[config.mk]
export PLATFORM = sky130hd
export DESIGN_NAME = segment_decoder_monitor
export DESIGN_NICKNAME = d
export VERILOG_FILES = /design/src/rtl/segment_decoder_monitor.sv
export SDC_FILE = /design/constraint.sdc
export NUM_CORES = 1
export LEC_CHECK = 0
export CAP_MARGIN = 20
export CORE_MARGIN = 5
export CORE_UTILIZATION = 37
export DETAILED_ROUTE_END_ITERATION = 8
export PLACE_DENSITY = 0.67
export SLEW_MARGIN = 40
export SYNTH_ARGS = -nofsm -noshare
export SYNTH_HDL_FRONTEND = slang
export SYNTH_SLANG_ARGS = --single-unit
[constraint.sdc]
create_clock -name clk -period 2.6 [get_ports clk]
set_input_delay 0.52 -clock clk [delete_from_list [all_inputs] [get_ports clk]]
set_output_delay 0.52 -clock clk [all_outputs]
set_load 0.01 [all_outputs]
[src/rtl/segment_decoder_monitor.sv]
// Watches a 7-segment bus, waits for the pattern to hold steady for STABLE_TICKS
// frame ticks, then reports the decoded hex nibble on a valid/ready output.
module segment_decoder_monitor #(
  parameter int STABLE_TICKS = 4,
  parameter int CNT_W        = 4
) (
  input  logic       clk,
  input  logic       reset,
  input  logic       enable,
  input  logic       tick,
  input  logic [6:0] seg_in,
  input  logic       out_ready,
  output logic       out_valid,
  output logic [3:0] out_hex,
  output logic       out_blank,
  output logic       out_error,
  output logic       busy
);

  typedef enum logic [1:0] {
    IDLE   = 2'd0,
    SETTLE = 2'd1,
    EMIT   = 2'd2
  } state_t;

  localparam logic [CNT_W-1:0] STABLE_CNT = CNT_W'(STABLE_TICKS);

  state_t           state_q, state_d;
  logic [6:0]       seg_s_q;
  logic [6:0]       cand_q, cand_d;
  logic [6:0]       last_q, last_d;
  logic [CNT_W-1:0] cnt_q, cnt_d;
  logic             out_valid_q, out_valid_d;
  logic [3:0]       out_hex_q, out_hex_d;
  logic             out_blank_q, out_blank_d;
  logic             out_error_q, out_error_d;
  logic             busy_q, busy_d;

  // Result layout is {error, blank, hex}; anything off the glyph table is an error.
  function automatic logic [5:0] decode(input logic [6:0] pat);
    logic [5:0] r;
    case (pat)
      7'h3F:   r = {2'b00, 4'h0};
      7'h06:   r = {2'b00, 4'h1};
      7'h5B:   r = {2'b00, 4'h2};
      7'h4F:   r = {2'b00, 4'h3};
      7'h66:   r = {2'b00, 4'h4};
      7'h6D:   r = {2'b00, 4'h5};
      7'h7D:   r = {2'b00, 4'h6};
      7'h07:   r = {2'b00, 4'h7};
      7'h7F:   r = {2'b00, 4'h8};
      7'h6F:   r = {2'b00, 4'h9};
      7'h77:   r = {2'b00, 4'hA};
      7'h7C:   r = {2'b00, 4'hB};
      7'h39:   r = {2'b00, 4'hC};
      7'h5E:   r = {2'b00, 4'hD};
      7'h79:   r = {2'b00, 4'hE};
      7'h71:   r = {2'b00, 4'hF};
      7'h00:   r = {2'b01, 4'h0};
      default: r = {2'b10, 4'h0};
    endcase
    return r;
  endfunction

  always_comb begin
    state_d     = state_q;
    cand_d      = cand_q;
    last_d      = last_q;
    cnt_d       = cnt_q;
    out_hex_d   = out_hex_q;
    out_blank_d = out_blank_q;
    out_error_d = out_error_q;

    // Dropping enable abandons any settle or pending report without touching last.
    if (!enable) begin
      state_d = IDLE;
      cnt_d   = '0;
    end else begin
      case (state_q)
        IDLE: begin
          if (seg_s_q != last_q) begin
            state_d = SETTLE;
            cand_d  = seg_s_q;
            cnt_d   = '0;
          end
        end
        SETTLE: begin
          if (seg_s_q != cand_q) begin
            cand_d = seg_s_q;
            cnt_d  = '0;
          end else if (tick) begin
            cnt_d = cnt_q + CNT_W'(1);
            if (cnt_d == STABLE_CNT) begin
              state_d = EMIT;
              {out_error_d, out_blank_d, out_hex_d} = decode(cand_q);
            end
          end
        end
        EMIT: begin
          if (out_ready) begin
            last_d  = cand_q;
            state_d = IDLE;
          end
        end
        default: state_d = IDLE;
      endcase
    end

    out_valid_d = (state_d == EMIT);
    busy_d      = (state_d != IDLE);
  end

  always_ff @(posedge clk or posedge reset) begin
    if (reset) begin
      state_q     <= IDLE;
      seg_s_q     <= 7'h00;
      cand_q      <= 7'h00;
      last_q      <= 7'h00;
      cnt_q       <= '0;
      out_valid_q <= 1'b0;
      out_hex_q   <= 4'h0;
      out_blank_q <= 1'b0;
      out_error_q <= 1'b0;
      busy_q      <= 1'b0;
    end else begin
      state_q     <= state_d;
      seg_s_q     <= seg_in;
      cand_q      <= cand_d;
      last_q      <= last_d;
      cnt_q       <= cnt_d;
      out_valid_q <= out_valid_d;
      out_hex_q   <= out_hex_d;
      out_blank_q <= out_blank_d;
      out_error_q <= out_error_d;
      busy_q      <= busy_d;
    end
  end

  assign out_valid = out_valid_q;
  assign out_hex   = out_hex_q;
  assign out_blank = out_blank_q;
  assign out_error = out_error_q;
  assign busy      = busy_q;

endmodule

======== Word level (Yosys, flattened, before mapping) ========
Cells that the tools add are included.
Widths: inputs -> output; s select.
storage, ports and cells
  memories ................................ 0
  latch bits .............................. 0
  bits in writable memories ............... 0
  logic and storage cells ................. 63
  register bits ........................... 35
  input bits .............................. 12
  memory bits (read-only) ................. 0
cells by class
  add/sub/neg operators ................... 1
  shifts and indexed selects .............. 0
  div/mod/pow operators ................... 0
  muxes and demuxes ....................... 16
  order comparisons ....................... 0
  equal/unequal tests ..................... 27
  reduce and logical (&&, ||, !) cells .... 8
  multiply operators ...................... 0
  bitwise logic cells ..................... 1
operator list
  cell                 number
  $pmux 6 s17          1
  $eq 7x7->1 const B   12
  $mux 4               4
  $eq 7x3->1 const B   2
  $eq 7x6->1 const B   2
  $mux 7               2
  $ne 7x7->1           2
  $pmux 7 s2           1
  $mux 2               6
  $pmux 4 s2           1
  $logic_not 7->1      1
  $pmux 2 s3           1
  $reduce_and 3->1     2
  $reduce_and 5->1     1
  $add 4x1->4 const B  1
  $eq 2x2->1 const B   2
  $eq 4x3->1 const B   1
  $ne 2x2->1 const B   2
  $ne 4x4->1 const B   1
  $reduce_and 4->1     1
  $reduce_bool 2->1    2
  $ne 3x1->1 const B   1
  $ne 3x3->1 const B   1
  $eq 2x1->1 const B   1
  2 further kinds      2

======== Depth between registers and ports, before layout ========
Gate-level depths: netlist (run 1).
  depth after elaboration ................. 8
  mapped depth ............................ 7
  depth with buffers taken out ............ 6

======== Worst setup path after synthesis (run 1) ========
No wires, ideal clock.
  path type ............................... input-to-reg
  start ................................... input port enable
  end ..................................... register out_hex_q[0], in the netlist out_hex[0]
  data required time ...................... 2.475 ns
  stages .................................. 6
  arrival ................................. 1.814 ns
  setup time .............................. 0.125 ns
  buffers on the path ..................... 1
  slack ................................... 0.660 ns
  path through ............................ nor2b_1 nand3_1 or4_4 nor2b_1 buf_4 mux2_4
on the way
  word-level cells in the longest chain between the ends .. 1
RTL lines
  element                            line  text
  start: declaration                 9     input logic enable,
  $reduce_and 5->1 (no source line)  -
  end signal: assignment             132   out_hex_q <= out_hex_d;
  end: declaration                   34    logic [3:0] out_hex_q, out_hex_d;
Every way passes these cells.
A chain may end at the register's enable or synchronous reset.

======== Worst setup path in the final report (run 1) ========
  start ................................... register seg_s_q[4]
  end ..................................... register cand_q[5]
on the way
  word-level cells in the longest chain between the ends .. 3
  elaborated cells on any way between the ends .. 5
  those cells by class .................... eq/ne (4); reduce/logical (1)
RTL lines
  element                                line    text
  start: declaration                     29      logic [6:0] seg_s_q;
  start signal: assignment               127     seg_s_q <= seg_in;
  $ne 7x7->1, on equally long branches   88, 81
  $ne 2x2->1 (no source line)            -
  $reduce_and 4->1 (no source line) (*)  -
  end signal: assignment                 128     cand_q <= cand_d;
  end: declaration                       30      logic [6:0] cand_q, cand_d;
Mark *: on every way between the ends. The rest lies on a longest branch, timed or not.

==> results.ini, run 1 <==
[yosys]
ys_seq_area_share_pct = 43.75
synth_warnings = 0
avgSynthCellArea_um2 = 10.27
syn_nets = 209
synth_seq_cells = 35
synth_compound_area_share_pct = 12.44
synthFlopType = dfrtp_1
synthSimpleGateAreaFrac_pct = 18.31
synth_fa_ha_area_share_pct = 1.750
async_reset_ff_share_pct = 100.0
synth_cells = 195
syn-cell-area_um2 = 2002
synth.distinct_cells = 54
synth_top_family_by_area = simple AND/OR/NAND/NOR gates
synthMuxAreaShare_pct = 10.81
synth_top_cell_area_share_pct = 43.75
yosys-top-cells-area = dfrtp_1, xnor2_1, mux2_2
synth_xor_area_share_pct = 7.813
post-synth-top-area-cell = dfrtp_1
synth_edf_count = 0

[route]
wl_per_cell_um = 13.51
drtPass1Iterations = 4
route.detailed.drc = 0
wl_um = 3904
routed_via_density = 5.000
vias = 1445
drtIter0Drc = 114
final_antenna_net_count = 0

[sta]
finalSetupTns_ns = 0
slew_violations = 0
fin_ws_ns = 0.4265
clock_skew_ns = 0.007018
hold_viol_final = 0
tightestPinTransition_ns = 0.4604
setup-violations-final = 0
max_freq_mhz = 460.1
slew_headroom_pct = 69.02
rsz0062_at_grt = no
timing.final.crit_share_pct = 83.60
period_needed_ns = 2.173

[clocking]
cts_resized = 0
cts_hold_buf = 0
root_buffer = clkbuf_8
clockBufferDepth = 2
cts.sinks = 35
cts_tree = done
numCtsBuffers = 5
cts_max_level = 2
clk_pin_slew_ns = 0.07
insertion_delay_ns = 0.29
cts_setup_buffers = 0

[floorplanning]
io_pins = 20
start_util_pct = 38.70
coreArea_um2 = 5172
dieArea_um2 = 6981
fp.dieH_um = 83.56
std_cell_rows = 26
die_w_um = 83.56

[worst_setup_path]
start_kind = register
cp.arrival_ns = 2.34
crit_required_ns = 2.77
r2r-end = cand_q[5]$_DFFE_PP0P_
reg2reg_slack_ns = 0.43
crit_path_end_kind = register
reg2regPathDepth = 5
slowest_delay_ns = 0.52
worstPathMaxFanout = 6
cp_top_family = simple AND/OR/NAND/NOR gates
path_class = register to register
path_buf_inv = 0
reg2reg_from = seg_s_q[4]$_DFF_PP0_
startpoint = seg_s_q[4]$_DFF_PP0_
path_cells = xor2_1 -> or4_4 -> o21ai_2 -> or2_1 -> mux2_2
cp_slowest_cell = or4_4

[finish]
num-nets-final = 233
final_area_um2 = 2362
drive_gt1_share_pct = 19.18
area.growth.synth_to_final_pct = 18.00
antenna_cells = 0
fill_cells = 491

[placement]
postPlaceCellArea_um2 = 2275
hpwl_um = 2870
port_buffers = 19
place.gp.congestion = 0.8266
pre_cts_slack_ns = 0.1947

[worst_hold_path]
hold_depth = 2
hold_end = last_q[2]$_DFFE_PP0P_
min_from = last_q[2]$_DFFE_PP0P_
worstHoldPathType = register to register

[pwr]
peakVddDrop_mv = 0.2433
leakage_nw = 1.013
power_density_nw_per_um2 = 504.5

[global_route]
grt_max_degree = 36
antenna_found_initial = 0
grt_pass1_vias = 1327
track_usage_pct = 11.73
overflow = 0
grt_pass1_wl_um = 6506

[outcome]
outcome = finished, final reports clean

[job]
cap_violations = 0

-- placed cells by master, fill, tap and decap left out, types with 3 or more instances in the layout --
cell type	instances
dfrtp_1	35
nand2_1	23
clkdlybuf4s50_1	19
xnor2_1	13
buf_4	11
mux2_2	10
o21ai_0	10
nor2_1	9
nand3_1	8
a21oi_1	7
clkbuf_8	6
nor2b_1	5
inv_1	4
mux2_4	4
nand4_1	3
xor2_1	3
o22ai_1	3
mux2_1	3
-- sequential cells by signal, summed over array words and instances, names as in the netlist --
name / flops
busy: 1
cand_q: 7
out_error: 1
cnt_q: 4
last_q: 7
out_hex: 4
seg_s_q: 7
state_q: 2
out_valid: 1
out_blank: 1
-- layer usage --
| layer | vias to the layer above | track usage (%) | wire length [um] |
|---|---|---|---|
| li1 | 738 | - | - |
| met3 | 8 | 2.764 | 216 |
| met2 | 45 | 18.29 | 1765 |
| met1 | 654 | 15.43 | 1842 |
| met5 | - | 0 | 0 |
| met4 | 0 | 5.263 | 80 |
-- stage by stage --
stage | power [mW] | hold slack (ns) | util, % | cells
finish | 1.192 | 0.5001 | 45.67 | 289
global route | 1.260 | 0.5433 | 45.67 | 289
CTS | 1.211 | 0.5132 | 45.67 | 289
detailed placement | 0.8086 | 0.4976 | 43.98 | 282
global placement | 0.8052 | 0.4842 | 43.98 | 282
floorplan | 0.7538 | 0.4692 | - | 195
-- worst reg2reg max path: stages, from the launching register on --
cell and delay [ns]:
dfrtp_1 0.41, xor2_1 0.17, or4_4 0.52, o21ai_2 0.23, or2_1 0.34, mux2_2 0.38
-- power breakdown --
group / internal (mW) / switching (mW) / total [mW] / leakage, nW
registers: 0.563 / 0.0237 / 0.587 / 0.447
logic: 0.0987 / 0.112 / 0.210 / 0.519
clock network: 0.208 / 0.187 / 0.395 / 0.0470
-- worst max-delay path by stage --
stage / cells after the start / to
global placement: 7 / out_hex[2]$_DFFE_PP0P_
CTS: 5 / cand_q[5]$_DFFE_PP0P_
detailed placement: 7 / out_hex[1]$_DFFE_PP0P_
global route: 5 / cand_q[5]$_DFFE_PP0P_
finish: 5 / cand_q[5]$_DFFE_PP0P_
floorplan: 6 / out_hex[0]$_DFFE_PP0P_
-- synth_stat cells (3+ instances only) --
cell / instances
xnor2_1: 13
dfrtp_1: 35
nor2b_1: 5
nand3_1: 8
nor2_1: 9
xor2_1: 3
o21ai_0: 10
nand4_1: 3
mux2_2: 10
mux2_1: 3
clkbuf_1: 6
inv_1: 4
o22ai_1: 3
buf_6: 4
a21oi_1: 7
nand2_1: 23
mux2_4: 4
-- area by class of cell --
cell class              instances  area [um^2]  share of cell area, %
well taps                      70        87.58                  3.708
inverters                       4        15.01                 0.6356
clock inverters                 1        5.005                 0.2119
multi-input cells             143         1023                  43.33
repair buffers                 30        272.8                  11.55
clock buffers                   6        82.58                  3.496
flip-flops and latches         35        875.8                  37.08
-- cells by family (layout without fill, tap and decap cells) --
family                     count (synthesis)  after routing
and+or+nand+nor                           68             68
muxes                                     18             18
AOI/OAI and AO/OA                         37             37
buffers and inverters                     17             41
adders and majority gates                  3              3
xor gates and xnor gates                  17             17
DFF                                       35             35
Power figures use the tool's default switching activity.
==> run 2, diff against run 1 <==
--- a/config.mk
+++ b/config.mk
@@ -9,7 +9,7 @@
 export CORE_MARGIN = 5
 export CORE_UTILIZATION = 37
 export DETAILED_ROUTE_END_ITERATION = 8
-export PLACE_DENSITY = 0.67
+export PLACE_DENSITY = 0.69
 export SLEW_MARGIN = 40
 export SYNTH_ARGS = -nofsm -noshare
 export SYNTH_HDL_FRONTEND = slang
==> constraint.sdc (replaced) <==
create_clock -name clk -period 1.75 [get_ports clk]
set_input_delay 0.35 -clock clk [delete_from_list [all_inputs] [get_ports clk]]
set_output_delay 0.35 -clock clk [all_outputs]
set_load 0.01 [all_outputs]
==> results.ini, run 2 (synthesized netlist as in run 1, its figures left out) <==
[placement]
dp.cells = 315
place.gp.congestion = 0.8854
hpwl_um = 3080
port_buffers = 19
postPlaceCellArea_um2 = 2577

[finish]
drive_gt1_share_pct = 38.22
fill_cells = 438
num-nets-final = 272
area.growth.synth_to_final_pct = 42.69
reg_top3 = cand_q x7, last_q x7, seg_s_q x7
antenna_cells = 0
mostFrequentLayoutCell = buf_4
final_area_um2 = 2856
layout_common_cells = buf_4, dfrtp_1, nand2_1
fin_cells = 329

[global_route]
overflow = 0
track_usage_pct = 13.08
grt_pass1_wl_um = 7327
grt_pass1_vias = 1575
antenna_found_initial = 0
grt_max_degree = 36

[worst_setup_path]
path_class = register to register
crit_path_end_kind = register
start_kind = register
cp.arrival_ns = 2.12
crit_required_ns = 1.92
worstPathMaxFanout = 5

[floorplanning]
std_cell_rows = 26
die_w_um = 83.56
fp.dieH_um = 83.56
coreArea_um2 = 5172
start_util_pct = 38.70
dieArea_um2 = 6981
io_pins = 20

[sta]
slew_violations = 0
rsz0062_at_grt = yes
hold_ws_ns = 0.4529
max_freq_mhz = 512.4
setup-violations-final = 14
period_needed_ns = 1.951
tightestPinTransition_ns = 0.4247
slew_headroom_pct = 71.69
clock_skew_ns = 0.008016
fin_ws_ns = -0.2015
timing.final.crit_share_pct = 111.5
finalSetupTns_ns = -2.150
hold_viol_final = 0

[pwr]
p_seq_share_pct = 44.0
power_density_nw_per_um2 = 689.7
leakage_nw = 1.328
clkPwrFrac_pct = 32.5
switchingPower_uw = 528.5
power_frac_comb_pct = 23.5
p_int_mw = 1.442
p_total_mw = 1.970
switching_share_pct = 26.83
peakVddDrop_mv = 0.4243

[route]
wl_per_cell_um = 13.39
vias = 1647
route.detailed.drc = 0
drtIter0Drc = 143
routed_via_density = 5.006
wl_um = 4405
final_antenna_net_count = 0
drtPass1Iterations = 4

[outcome]
violations = setup timing
outcome = finished with violations

[clocking]
cts_max_level = 2
root_buffer = clkbuf_8
clockBufferDepth = 2
insertion_delay_ns = 0.29
clk_pin_slew_ns = 0.07
numCtsBuffers = 5
cts_tree = done
cts.sinks = 35

[worst_hold_path]
worstHoldPathType = primary input to async pin

[job]
cap_violations = 0

==> run 2: cell count changes in the layout (fill, tap and decap cells not counted), sizes merged <==
cell           change
buf               +39
clkbuf             +2
clkdlybuf4s50      -1
clkinv             -1
dlygate4sd2        +1
==> run 2: path summary, 6_finish.rpt <==
path                       cells after the start                endpoint                  start  slack, ns
min                                            3  out_hex[2]$_DFFE_PP0P_                  reset       0.45
min reg2reg                                    2   last_q[2]$_DFFE_PP0P_  last_q[2]$_DFFE_PP0P_       0.51
max                                            7  out_hex[1]$_DFFE_PP0P_   seg_s_q[2]$_DFF_PP0_      -0.20
max reg2reg                                    7  out_hex[1]$_DFFE_PP0P_   seg_s_q[2]$_DFF_PP0_      -0.20
min in group clk                               1    seg_s_q[5]$_DFF_PP0_              seg_in[5]       0.49
max in group asynchronous                      3   last_q[1]$_DFFE_PP0P_                  reset       0.99
==> run 2: layout make-up <==
cell class | count | area [um^2] | share of cell area [%]
clock buffer | 8 | 100.1 | 3.504
inverter | 4 | 15.01 | 0.5256
multi-input combinational | 143 | 1166 | 40.82
sequential | 35 | 875.8 | 30.66
tap | 70 | 87.58 | 3.066
timing repair buffer | 69 | 611.8 | 21.42
==> run 2: timing repair <==
item | CTS | global route
setup endpoints to repair | 17 | 19
setup buffers | 7 | 4
pin swaps | 12 | 15
hold buffers | 0 | 0
gates resized for setup | 19 | 16
==> run 2: per-stage QoR <==
stage	setup WS [ns]	util, %
floorplan	-0.1604	-
global placement	-0.5330	49.83
detailed placement	-0.5478	49.83
CTS	-0.1883	54.23
global route	-0.2961	55.23
finish	-0.2015	55.23
==> run 2: power by group through the flow <==
stage | combinational [mW] | sequential, mW | clock (mW)
floorplan | 0.258 | 0.872 | 0
global placement | 0.389 | 0.880 | 0
detailed placement | 0.394 | 0.882 | 0
CTS | 0.452 | 0.867 | 0.673
global route | 0.508 | 0.872 | 0.708
finish | 0.463 | 0.867 | 0.640
==> run 2: metal layers <==
layer	vias up	global-route usage (%)	share of wire [%]
met5	-	0	0
met4	0	5.702	1.9
met3	6	3.060	5.2
met2	49	19.83	46
met1	773	17.81	47
li1	819	-	-
==> run 2: critical path, stage by stage, from the launching register on <==
cell,delay (ns)
dfrtp_1,0.38
buf_4,0.14
xnor2_1,0.19
nand2_1,0.13
or4_4,0.46
nor2b_4,0.12
buf_6,0.13
mux2_4,0.29
